==> src/rtl/load_store_unit_pkg.sv <==
// Shared encodings for the load/store unit: access sizes, FSM states and RV64 funct3 values.
package load_store_unit_pkg;

    typedef enum logic [1:0] {
        SZ_B = 2'b00,
        SZ_H = 2'b01,
        SZ_W = 2'b10,
        SZ_D = 2'b11
    } lsu_size_e;

    typedef enum logic [1:0] {
        LSU_IDLE = 2'b00,
        LSU_XFER = 2'b01,
        LSU_RESP = 2'b10
    } lsu_state_e;

    localparam logic [2:0] F3_LB      = 3'b000;
    localparam logic [2:0] F3_LH      = 3'b001;
    localparam logic [2:0] F3_LW      = 3'b010;
    localparam logic [2:0] F3_LD      = 3'b011;
    localparam logic [2:0] F3_LBU     = 3'b100;
    localparam logic [2:0] F3_LHU     = 3'b101;
    localparam logic [2:0] F3_LWU     = 3'b110;
    localparam logic [2:0] F3_SB      = 3'b000;
    localparam logic [2:0] F3_SH      = 3'b001;
    localparam logic [2:0] F3_SW      = 3'b010;
    localparam logic [2:0] F3_SD      = 3'b011;
    localparam logic [2:0] F3_ILLEGAL = 3'b111;

    function automatic logic [3:0] size_bytes(input logic [1:0] size);
        return 4'd1 << size;
    endfunction

endpackage

==> src/rtl/load_store_unit_load_extend.sv <==
// Sign/zero extension of a little-endian load of 1, 2, 4 or 8 bytes to 64 bits.
module load_extend
    import load_store_unit_pkg::*;
(
    input  logic [63:0] data,
    input  lsu_size_e   size,
    input  logic        is_unsigned,
    output logic [63:0] result
);

    logic signed [63:0] sext;
    logic        [63:0] zext;

    always_comb begin
        sext = '0;
        zext = '0;
        unique case (size)
            SZ_B: begin
                sext = 64'(signed'(data[7:0]));
                zext = 64'(data[7:0]);
            end
            SZ_H: begin
                sext = 64'(signed'(data[15:0]));
                zext = 64'(data[15:0]);
            end
            SZ_W: begin
                sext = 64'(signed'(data[31:0]));
                zext = 64'(data[31:0]);
            end
            SZ_D: begin
                sext = signed'(data);
                zext = data;
            end
        endcase
        result = is_unsigned ? zext : sext;
    end

endmodule

==> src/rtl/load_store_unit.sv <==
// Load/store unit: serializes one load or store into little-endian byte accesses on an
// 8-bit data memory, rejecting misaligned, out-of-range and illegal requests up front.
module load_store_unit
    import load_store_unit_pkg::*;
#(
    parameter int MEM_DEPTH = 64,
    parameter int ADDR_W    = 64
) (
    input  logic              clk,
    input  logic              reset,
    input  logic              req_valid,
    output logic              req_ready,
    input  logic              req_write,
    input  logic [2:0]        req_funct3,
    input  logic [ADDR_W-1:0] req_addr,
    input  logic [63:0]       req_wdata,
    output logic              resp_valid,
    output logic [63:0]       resp_rdata,
    output logic              resp_err,
    output logic              busy,
    output logic [ADDR_W-1:0] mem_addr,
    output logic [7:0]        mem_wdata,
    output logic              mem_we,
    output logic              mem_re,
    input  logic [7:0]        mem_rdata
);

    lsu_state_e        state, state_nxt;
    logic [2:0]        cnt;
    logic [ADDR_W-1:0] base;
    logic [63:0]       wdata;
    logic [63:0]       rdata;
    logic              write;
    logic [2:0]        funct3;
    logic              err;

    logic [3:0]        req_n;
    logic [ADDR_W:0]   req_end;
    logic              req_err;
    logic [2:0]        last_cnt;
    logic              xfer_on;
    logic              resp_on;
    logic [63:0]       ext_data;

    // The end address gets one extra bit so addresses near the top of the space cannot wrap.
    assign req_n    = size_bytes(req_funct3[1:0]);
    assign req_end  = {1'b0, req_addr} + (ADDR_W+1)'(req_n);
    assign req_err  = ((req_addr[3:0] & (req_n - 4'd1)) != 4'd0)
                    || (req_end > (ADDR_W+1)'(MEM_DEPTH))
                    || (!req_write && req_funct3 == F3_ILLEGAL);
    assign last_cnt = 3'(size_bytes(funct3[1:0]) - 4'd1);

    always_ff @(posedge clk) begin
        if (!reset) begin
            state  <= LSU_IDLE;
            cnt    <= '0;
            base   <= '0;
            wdata  <= '0;
            rdata  <= '0;
            write  <= 1'b0;
            funct3 <= '0;
            err    <= 1'b0;
        end else begin
            state <= state_nxt;
            unique case (state)
                LSU_IDLE: begin
                    if (req_valid) begin
                        base   <= req_addr;
                        wdata  <= req_wdata;
                        write  <= req_write;
                        funct3 <= req_funct3;
                        err    <= req_err;
                        cnt    <= '0;
                        rdata  <= '0;
                    end
                end
                LSU_XFER: begin
                    if (!write) begin
                        rdata[{cnt, 3'b000} +: 8] <= mem_rdata;
                    end
                    cnt <= cnt + 3'd1;
                end
                default: ;
            endcase
        end
    end

    always_comb begin
        state_nxt = state;
        unique case (state)
            LSU_IDLE: if (req_valid) state_nxt = req_err ? LSU_RESP : LSU_XFER;
            LSU_XFER: if (cnt == last_cnt) state_nxt = LSU_RESP;
            LSU_RESP: state_nxt = LSU_IDLE;
            default:  state_nxt = LSU_IDLE;
        endcase
    end

    load_extend u_load_extend (
        .data        (rdata),
        .size        (lsu_size_e'(funct3[1:0])),
        .is_unsigned (funct3[2]),
        .result      (ext_data)
    );

    // Outputs are gated by reset so that a reset landing mid-transfer never strobes memory.
    assign xfer_on    = reset && (state == LSU_XFER);
    assign resp_on    = reset && (state == LSU_RESP);
    assign req_ready  = !reset || (state == LSU_IDLE);
    assign busy       = reset && (state != LSU_IDLE);
    assign resp_valid = resp_on;
    assign resp_err   = resp_on && err;
    assign resp_rdata = (resp_on && !err && !write) ? ext_data : 64'd0;
    assign mem_addr   = xfer_on ? base + ADDR_W'(cnt) : '0;
    assign mem_wdata  = (xfer_on && write) ? wdata[{cnt, 3'b000} +: 8] : 8'd0;
    assign mem_we     = xfer_on && write;
    assign mem_re     = xfer_on && !write;

endmodule
==> config.mk <==
export PLATFORM = sky130hd
export DESIGN_NAME = load_store_unit
export DESIGN_NICKNAME = d
export VERILOG_FILES = /design/src/rtl/load_store_unit_pkg.sv /design/src/rtl/load_store_unit_load_extend.sv /design/src/rtl/load_store_unit.sv
export SDC_FILE = /design/constraint.sdc
export NUM_CORES = 1
export LEC_CHECK = 0
export CORE_MARGIN = 2
export CORE_UTILIZATION = 41
export DETAILED_ROUTE_END_ITERATION = 7
export HOLD_SLACK_MARGIN = 0.15
export PLACE_DENSITY = 0.68
export SYNTH_ARGS = -nofsm -noshare
export SYNTH_HDL_FRONTEND = slang
export SYNTH_SLANG_ARGS = --single-unit
==> constraint.sdc <==
create_clock -name clk -period 4.1 [get_ports clk]
set_input_delay 1.025 -clock clk [delete_from_list [all_inputs] [get_ports clk]]
set_output_delay 1.025 -clock clk [all_outputs]
set_load 0.02 [all_outputs]
==> metrics.cfg <==
[setup_path]
worst-setup-path-type = reg -> out
worstSetupEndpointType = output port
rr_endpoint = rdata[35]
reg2regPathDepth = 9
startpoint_type = register
ff2ff_setup_slack_ps = 1000
critical_path_peak_fanout = 3
worstPathRequired_ps = 3070
rr_startpoint = cnt[0]
arrival_ps = 3320

[placed_design]
place_inst = 2415
dpl.hpwl_um = 32600
post_dp_cell_area_mm2 = 0.0163
port-buffer-count = 284
dp_slack_ps = -416
gp_congestion = 0.947

[timing]
hold_slack_ps = 450
finalCritPeriodShare_pct = 106
rsz0062_at_grt = true
finalCriticalPeriod_ps = 4350
fin_skew_ps = 19.3
hold_violations = 0
finalSetupViolCount = 5
fmax_mhz = 230
slew_headroom_pct = 27.5
worst_slew_pin_slew_ps = 1080
finalMaxSlewViolations = 0
worst_slack_ps = -249

[route]
drc = 0
via_count = 13600
firstDrtPassIters = 5
drt_wl_total_um = 44100
drtIter0Drc = 1169
vias_per_cell = 5.51
wl_per_cell_um = 17.8
ant_nets = 0

[yosys]
synthAdderAreaFrac_pct = 1.77
synth_xor_area_share_pct = 5.12
synth.distinct_cells = 74
async_flop_share_pct = 0
synth_top_family_by_area = simple AND/OR/NAND/NOR gates
synth_enable_flop_cells = 0
ys_seq_area_share_pct = 33.3
yosys-top-cells-area = dfxtp_1, nand2_1, a21oi_1, nor2_1, xor2_1
netlist.area_leader.share_pct = 33.3
syn_avg_cell_area_um2 = 7.20
synth_seq_cells = 202
synth_area_mm2 = 0.0122
syn-num-nets = 1848
synthesis.instances = 1689
synthFlopType = dfxtp_1
yosys-top-cells-count = nand2_1, a21oi_1, dfxtp_1, nor2_1, clkbuf_1
synthMuxAreaShare_pct = 3.64
yosys_warnings = 0
synth-simple-area-share_pct = 33.5
synth-compound-area-share_pct = 17.2
synth_top_area_cell = dfxtp_1
yosysMostFrequentCell = nand2_1

[global_route]
grt_pass1_wl_um = 68300
grt_usage_pct = 27.2
grt_max_degree = 109
grt-ovfl-total = 0
antenna_found_initial = 2
grt_pass1_vias = 12900

[floorplanning]
rows = 63
io_pins = 285
core_mm2 = 0.0294
dieArea_mm2 = 0.0310
dieHeight_um = 176
initial_core_util_pct = 41.3
chipWidth_um = 176

[clock_network]
clk_path_buf_depth = 3
insertion_delay_ps = 530
cts.sinks = 202
path_clk_slew_ps = 70
cts_root_buf = clkbuf_16
hold_buffers = 0
cts_tree = built
cts_max_level = 1
numCtsBuffers = 22

[power]
vdd.ir_drop.worst_v = 0.000206
power_density_mw_per_mm2 = 285
p_leak_nw = 7.74

[status]
violations = setup timing
status = complete, but fails checks

[final_layout]
syn2layout_area_growth_pct = 44.6
final_cells = 2476
fin_util_pct = 59.8
layout-drive-gt1-share_pct = 16.4
final_cell_area_mm2 = 0.0176
layout.nets = 2228

[hold_path]
worstHoldStart = rdata[18]
hold_class = reg -> reg
holdPathStages = 2
holdPathEnd = rdata[18]

[job]
drv_cap = 0

==> power breakdown <==
part / leakage, nW / internal, mW / switching, mW / total [mW]
Sequential: 1.65 / 2.04 / 0.0612 / 2.10
Clock: 0.393 / 1.32 / 0.836 / 2.16
Combinational: 5.70 / 0.343 / 0.417 / 0.760
Total: 7.74 / 3.70 / 1.31 / 5.02
==> metal layers <==
| layer | track usage (%) | part of all wire [%] | up-vias |
|---|---|---|---|
| li1 | - | - | 6620 |
| met4 | 6.65 | 2.2 | 2 |
| met2 | 44.4 | 46 | 461 |
| met5 | 0 | 0.030 | - |
| met3 | 4.91 | 7.0 | 63 |
| met1 | 37.4 | 45 | 6491 |
==> through the flow <==
step	setup TNS [ps]	total power, mW
after global routing	-1600	5.20
after floorplan	0	2.50
after global placement	-1120	2.87
final	-658	5.02
after detailed placement	-1540	2.89
after CTS	-656	5.03
==> flip-flops by register name (all words and copies together) (netlist names) <==
name,count
funct3,3
wdata,64
write,1
rdata,64
cnt,3
err,1
state,2
base,64
==> layout make-up <==
cell class / count / area, µm²
fill: 2740 / 11800
multi-input combinational: 1340 / 7690
timing repair buffer: 474 / 4440
sequential: 202 / 4060
clock buffer: 33 / 672
tap: 390 / 488
clock inverter: 7 / 121
inverter: 29 / 114
antenna: 1 / 2.50
==> cells by family (layout without fill, tap and decap cells) <==
kind of cell / count (synthesis) / in the layout
muxes: 24 / 24
AOI/OAI and AO/OA: 365 / 365
adders and majority gates: 16 / 16
buffers and inverters: 147 / 543
other: 0 / 1
and+or+nand+nor: 864 / 864
xor gates and xnor gates: 71 / 71
DFF: 202 / 202
==> cell usage in the layout, fill, tap and decap left out, types with 6 or more instances in the layout <==
cell type          n
or3_1             12
nor4_1            14
nand2_1          417
clkdlybuf4s50_1  180
clkbuf_8           8
nand3_1           65
nor2b_1            7
dlygate4sd2_1     15
mux4_2            16
buf_12             6
nor4_4             6
buf_6              7
xnor2_1           27
a22oi_1           43
xor2_1            44
clkbuf_16         22
a21oi_2            7
o21ai_1            6
nor3_1            26
a21oi_1          229
dfxtp_1          195
and2_1            18
nor2_1           159
buf_4            187
and3_1            21
inv_1             28
dfxtp_2            6
a211oi_1           6
nand4_1           39
dlymetal6s2s_1    65
mux2i_1            6
and4_1            17
buf_2              9
ha_1              11
o21ai_0           29
a31oi_1            7
==> repair_timing <==
item,4_1_cts,5_1_grt
endpoints found under the setup margin,48,96
buffers inserted,9,11
pin swaps,10,23
gates resized for setup,113,117
==> worst max-delay path, stage by stage, from the launching register on <==
cell,delay [ps]
dfxtp_2,350
ha_4,140
fa_2,190
a21o_1,160
nand3_2,90
buf_6,150
nor4_4,180
nand2_1,100
or3_4,350
or2_4,270
buf_6,120
or3_4,320
a21oi_2,210
buf_12,150
==> worst max-delay path by stage <==
| stage | from | to | slack, ps | cells after the start |
|---|---|---|---|---|
| final | base[0] | mem_addr[62] | -250 | 13 |
| after global routing | base[0] | mem_addr[62] | -370 | 13 |
| after CTS | base[0] | mem_addr[62] | -260 | 13 |
| after detailed placement | req_funct3[1] | err | -420 | 12 |
| after global placement | req_funct3[1] | err | -350 | 13 |
| after floorplan | cnt[0] | mem_addr[60] | 70 | 11 |
No activity file was read; power rests on OpenSTA's default activity.
